$ cat config.mk
export PLATFORM = sky130hd
export DESIGN_NAME = operand_entry_sequencer
export DESIGN_NICKNAME = d
export VERILOG_FILES = /design/src/rtl/operand_entry_sequencer_pkg.sv /design/src/rtl/operand_entry_sequencer.sv
export SDC_FILE = /design/constraint.sdc
export NUM_CORES = 1
export LEC_CHECK = 0
export CORE_ASPECT_RATIO = 1.75
export CORE_MARGIN = 8
export CORE_UTILIZATION = 48
export DETAILED_ROUTE_END_ITERATION = 6
export HOLD_SLACK_MARGIN = 0.12
export PLACE_DENSITY_LB_ADDON = 0.25
export REMOVE_ABC_BUFFERS = 1
export SLEW_MARGIN = 20
export SYNTH_ARGS = -nofsm -noshare
export SYNTH_HDL_FRONTEND = slang
export SYNTH_SLANG_ARGS = --single-unit
$ cat constraint.sdc
create_clock -name clock -period 4 [get_ports clock]
set_clock_uncertainty 0.15 [all_clocks]
set_input_delay 0.8 -clock clock [delete_from_list [all_inputs] [get_ports clock]]
set_output_delay 0.8 -clock clock [all_outputs]
set_load 0.1 [all_outputs]
$ cat src/rtl/operand_entry_sequencer_pkg.sv
// Shared types and defaults for the operand entry sequencer.
package operand_entry_sequencer_pkg;

    // Default widths: one switch bank is half an operand.
    localparam int SW_W_DEF  = 16;
    localparam int CNT_W_DEF = 8;

    // Phase codes shown on the status LEDs; the state enum uses them directly.
    localparam logic [2:0] PHASE_A_HI  = 3'd0;
    localparam logic [2:0] PHASE_A_LO  = 3'd1;
    localparam logic [2:0] PHASE_B_HI  = 3'd2;
    localparam logic [2:0] PHASE_B_LO  = 3'd3;
    localparam logic [2:0] PHASE_ISSUE = 3'd4;

    typedef enum logic [2:0] {
        S_A_HI  = PHASE_A_HI,
        S_A_LO  = PHASE_A_LO,
        S_B_HI  = PHASE_B_HI,
        S_B_LO  = PHASE_B_LO,
        S_ISSUE = PHASE_ISSUE
    } state_e;

endpackage

$ cat src/rtl/operand_entry_sequencer.sv
// Operand entry sequencer: assembles two 2*SW_W operands from four switch
// entries (A high, A low, B high, B low) and offers the pair to the FPMAC
// with a valid/ready handshake.  Counts accepted pairs.
module operand_entry_sequencer
    import operand_entry_sequencer_pkg::*;
#(
    parameter int SW_W  = SW_W_DEF,
    parameter int CNT_W = CNT_W_DEF
) (
    input  logic              clock,
    input  logic              reset,
    input  logic              btn_pulse,
    input  logic [SW_W-1:0]   switches,
    input  logic              clear,
    output logic [2*SW_W-1:0] op_a,
    output logic [2*SW_W-1:0] op_b,
    output logic              out_valid,
    input  logic              out_ready,
    output logic [2:0]        phase,
    output logic [CNT_W-1:0]  issued_cnt
);

    state_e            state_r;
    state_e            state_next_s;
    logic [2*SW_W-1:0] op_a_r;
    logic [2*SW_W-1:0] op_a_next_s;
    logic [2*SW_W-1:0] op_b_r;
    logic [2*SW_W-1:0] op_b_next_s;
    logic              out_valid_r;
    logic              out_valid_next_s;
    logic [CNT_W-1:0]  issued_cnt_r;
    logic [CNT_W-1:0]  issued_cnt_next_s;

    // Next-state and datapath updates; clear outranks entry and handshake.
    always_comb begin
        state_next_s      = state_r;
        op_a_next_s       = op_a_r;
        op_b_next_s       = op_b_r;
        issued_cnt_next_s = issued_cnt_r;
        if (clear) begin
            state_next_s = S_A_HI;
            op_a_next_s  = {(2*SW_W){1'b0}};
            op_b_next_s  = {(2*SW_W){1'b0}};
        end else begin
            case (state_r)
                S_A_HI: begin
                    if (btn_pulse) begin
                        op_a_next_s[2*SW_W-1:SW_W] = switches;
                        state_next_s               = S_A_LO;
                    end else begin
                        state_next_s = S_A_HI;
                    end
                end
                S_A_LO: begin
                    if (btn_pulse) begin
                        op_a_next_s[SW_W-1:0] = switches;
                        state_next_s          = S_B_HI;
                    end else begin
                        state_next_s = S_A_LO;
                    end
                end
                S_B_HI: begin
                    if (btn_pulse) begin
                        op_b_next_s[2*SW_W-1:SW_W] = switches;
                        state_next_s               = S_B_LO;
                    end else begin
                        state_next_s = S_B_HI;
                    end
                end
                S_B_LO: begin
                    if (btn_pulse) begin
                        op_b_next_s[SW_W-1:0] = switches;
                        state_next_s          = S_ISSUE;
                    end else begin
                        state_next_s = S_B_LO;
                    end
                end
                S_ISSUE: begin
                    // btn_pulse is deliberately ignored while the pair is offered.
                    if (out_ready) begin
                        issued_cnt_next_s = issued_cnt_r + CNT_W'(1);
                        state_next_s      = S_A_HI;
                    end else begin
                        state_next_s = S_ISSUE;
                    end
                end
                default: begin
                    state_next_s = S_A_HI;
                end
            endcase
        end
        // Registered valid tracks the state being entered, so it is high
        // exactly while the state register holds S_ISSUE.
        out_valid_next_s = (state_next_s == S_ISSUE);
    end

    // State and output registers with synchronous reset taking top priority.
    always_ff @(posedge clock) begin
        if (reset) begin
            state_r      <= S_A_HI;
            op_a_r       <= {(2*SW_W){1'b0}};
            op_b_r       <= {(2*SW_W){1'b0}};
            out_valid_r  <= 1'b0;
            issued_cnt_r <= {CNT_W{1'b0}};
        end else begin
            state_r      <= state_next_s;
            op_a_r       <= op_a_next_s;
            op_b_r       <= op_b_next_s;
            out_valid_r  <= out_valid_next_s;
            issued_cnt_r <= issued_cnt_next_s;
        end
    end

    assign op_a       = op_a_r;
    assign op_b       = op_b_r;
    assign out_valid  = out_valid_r;
    assign phase      = state_r;
    assign issued_cnt = issued_cnt_r;

endmodule

# == Yosys cells after proc, flatten, opt, wreduce, memory -nomap -nowiden ==
# Index checks and enable logic that the tools add are counted.
# classes
eq_ne,5
muxes,7
reduce_logical,7
bitwise,1
n_addsub,1
# ops
operator,n
$pmux 3 s5,1
$mux 3,3
$add 8x1->8 const B,1
$reduce_and 2->1,4
$eq 3x2->1 const B,2
$eq 3x3->1 const B,2
$eq 3x1->1 const B,1
$logic_not 3->1,1
$reduce_and 3->1,1
$mux 1,2
$mux 2,1
$reduce_or 2->1,1
$not 1->1,1
# totals
elab_cells,28
regBits,76

# == Logic depth before layout (Yosys ltp) ==
# logic_depth
depth_word,4
ltp_mapped,6

# == Least setup slack after synthesis ==
# Ideal clock, no wire load.
# synth_path
path_type,register to register
startpoint,"register state_r[2], in the netlist phase[2]"
endpoint,"register issued_cnt_r[3], in the netlist issued_cnt[3]"
slack_ns,1.564
n_path_buf,1
stages_incl_launch_ff,5
t_required_ns,3.780
arrival_ns,2.216
cell_sequence,dfxtp_1 -> buf_4 -> or3b_4 -> or4_1 -> a21oi_1
# synth_via
elab_chain_cells,2
# synth_rtl
element,line_no,rtl
"start, declared",operand_entry_sequencer.sv:23,state_e state_r;
"start signal, assigned",operand_entry_sequencer.sv:106,state_r <= state_next_s;
$eq 3x3->1,operand_entry_sequencer.sv:45,case (state_r)
$reduce_and 3->1 (no line),--,
"end signal, assigned",operand_entry_sequencer.sv:104,issued_cnt_r <= {CNT_W{1'b0}};
"end signal, assigned",operand_entry_sequencer.sv:110,issued_cnt_r <= issued_cnt_next_s;
"end, declared",operand_entry_sequencer.sv:31,logic [CNT_W-1:0] issued_cnt_r;
# Every way passes these cells.
# A chain may end at the register's enable or synchronous reset.

# == Worst setup path after layout ==
# layout_path
startpoint,"register issued_cnt_r[0], in the netlist issued_cnt[0]"
endpoint,output port issued_cnt[0]
# layout_rtl
element,line_no,rtl
"end, declared",operand_entry_sequencer.sv:20,output logic [CNT_W-1:0] issued_cnt
# No word-level cell between the ends.

==> results_dict.tcl <==
set metrics [dict create \
    setup_tns_ps 0 \
    placed_cell_area_um2 3812 \
    syn_area_um2 2840 \
    min-delay-path-class "reg -> reg" \
    cts_resized 0 \
    tightest_slew_ps 1037 \
    maxCapViolCount 0 \
    die_x_um 74.15 \
    first_iter_violations 225 \
    setup_viol 0 \
    synth_seq_cells 76 \
    path_class "reg -> out" \
    post_cts_buffers 0 \
    clk-insertion-delay-late_ps 340 \
    synth_top_cell_by_area "dfxtp_1" \
    crit_required_ps 3050 \
    cts_buffers 9 \
    totalWireLength_mm 8.238 \
    setup_slack_ps 1070 \
    hpwl_mm 5.779 \
    critPathSlowestCell "clkdlybuf4s50_1" \
    die_h_um 117.8 \
    pwr-share-clk_pct 34.6 \
    die_area_um2 8732 \
    dr.pass1.iters 4 \
    wire_per_inst_um 16.09 \
    gp_congestion 0.7713 \
    grt.overflow.total 0 \
    clk_path_buf_depth 2 \
    vdd_drop_max_uv 351.7 \
    cp_top_family "buffers and inverters" \
    outcome "completed" \
    postRouteAntennaNets 0 \
    area_delta_synth_final_pct 39.78 \
    yosysSeqAreaShare_pct 53.57 \
    antenna_cells 0 \
    critPathMaxStageDelay_ps 1190 \
    track_usage_pct 19.74 \
    start_util_pct 49.08 \
    antenna_found_initial 0 \
    synth-edff-count 0 \
    rsz0062_at_grt "no" \
    yosysMostFrequentCell "nand2_1" \
    ys_async_sr_fraction_pct 0 \
    htreeDepth 3 \
    yosys-top-cells-area "dfxtp_1 54%, nand2_1 17%, a21oi_1 13%, clkbuf_1 1.9%, buf_2 1.8%" \
    slew_headroom_pct 30.68 \
    cts_tree "done" \
    seqPwrFrac_pct 54.8 \
    synth_common_cells "129 x nand2_1, 76 x dfxtp_1, 71 x a21oi_1, 14 x clkbuf_1, 10 x buf_2" \
    dp_slack_ps 1036 \
    power_density_nw_per_um2 354.0 \
    finish.utilization_pct 68.61 \
    hold_violations 0 \
    path_max_fanout 7 \
    fin_hold_ws_ps 303.0 \
    switching_share_pct 25.87 \
    syn_area_per_cell_um2 8.092 \
    portBuffers 96 \
    crit_chain "clkdlybuf4s50_1" \
    finalCritPeriodShare_pct 73.24 \
    drt-vias-per-instance 5.184 \
    synth_ff_type "dfxtp_1" \
    nFillCells 492 \
    synth_top_cell_area_share_pct 53.57 \
    cts_sinks 76 \
    cp_data_arrival_time_ps 1980 \
    vias 2654 \
    rows 37 \
    grt_first_pass_wirelength_mm 13.31 \
    layout.nets 453 \
    grt_max_degree 36 \
    ys_types 32 \
    final_max_slew_viol_count 0 \
    finalInstanceArea_um2 3970 \
    p_int_w 0.001042 \
    end_kind "primary output" \
    hold_buffers 0 \
    syn_inst 351 \
    drc 0 \
    ios 97 \
    max_freq_mhz 341.4 \
    drive_gt1_share_pct 5.300 \
    p_comb_share_pct 10.5 \
    reg2reg_slack_ps 1810 \
    p_leak_nw 1.270 \
    clk_transition_reported_paths_ps 70 \
    grt_pass1_vias 2679 \
    core_area_um2 5787 \
    power.switching_w 0.0003637 \
    root_buffer "clkbuf_8" \
    crit_path_start_kind "register" \
    crit_buf_inv 1 \
    layout_min_cycle_time_ps 2930 \
    ys_warn_count 0 \
]
==> kinds of logic (layout without fill, tap and decap cells) <==
logic type	Yosys count	after routing	share of synthesized area [%]
AO/OA/AOI/OAI	79	79	14.45
XOR/XNOR	2	2	0.6169
flip-flops	76	76	53.57
multiplexers	1	1	0.3964
adder cells (fa/ha/maj)	1	1	0.4405
AND/OR/NAND/NOR	162	162	25.86
buffers and inverters	30	113	4.670
==> power groups by stage <==
stage	Combinational (W)	Clock, W	Sequential, W
2_1_floorplan	0.0000316	0	0.000843
3_3_place_gp	0.000148	0	0.000788
3_5_place_dp	0.000149	0	0.000788
4_1_cts	0.000149	0.000497	0.000771
5_1_grt	0.000157	0.000526	0.000771
6_report	0.000148	0.000487	0.000771
==> layer usage <==
layer	track usage, %	routed length (µm)	part of all wire, %
met1	19.66	2914	35
met3	6.911	669	8.1
met4	10.08	226	2.7
met2	34.07	4428	54
met5	0	0	0
==> placed cells by master, fill, tap and decap left out <==
cell type / count
nand2_1: 129
clkdlybuf4s50_1: 93
dfxtp_1: 76
a21oi_1: 71
clkbuf_8: 10
o31ai_1: 5
or4_1: 5
buf_4: 4
nand3_1: 3
nor2_1: 3
nor4bb_4: 2
nand4bb_1: 2
and4b_1: 2
nand4b_1: 2
inv_1: 2
or3_1: 2
o21ai_0: 2
nor3_1: 2
and2_1: 2
clkbuf_1: 2
or2_2: 1
or3b_4: 1
nand2b_1: 1
xor2_1: 1
xnor2_1: 1
nor4b_4: 1
or4b_2: 1
o21a_1: 1
nor2b_1: 1
nor4bb_1: 1
nand4_1: 1
mux2_2: 1
ha_1: 1
clkinv_2: 1
clkinvlp_4: 1
==> state kept, by name, summed over array words and instances, names as in the netlist <==
| register | count |
|---|---|
| issued_cnt | 8 |
| op_b | 32 |
| op_a | 32 |
| phase | 3 |
| out_valid | 1 |
==> worst paths after layout <==
path                 start  depth (start not counted)       endpoint
max          issued_cnt[0]                          1  issued_cnt[0]
min               op_a[21]                          2       op_a[21]
max reg2reg       phase[0]                          3        op_a[9]
min reg2reg       op_a[21]                          2       op_a[21]
==> per-stage QoR <==
step / instances / total power, W
3_3_place_gp: 498 / 0.0009356
5_1_grt: 512 / 0.001454
2_1_floorplan: 323 / 0.0008749
4_1_cts: 512 / 0.001417
3_5_place_dp: 498 / 0.0009368
6_report: 512 / 0.001406
==> cell type report <==
cell class / instances / area [µm²] / area share [%]
clock buffer: 12 / 145.1 / 3.656
clock inverter: 2 / 12.51 / 0.3152
inverter: 2 / 7.507 / 0.1891
multi-input combinational: 245 / 1225 / 30.85
sequential: 76 / 1521 / 38.32
tap: 78 / 97.59 / 2.458
timing repair buffer: 97 / 960.9 / 24.20
Power figures use the tool's default switching activity.
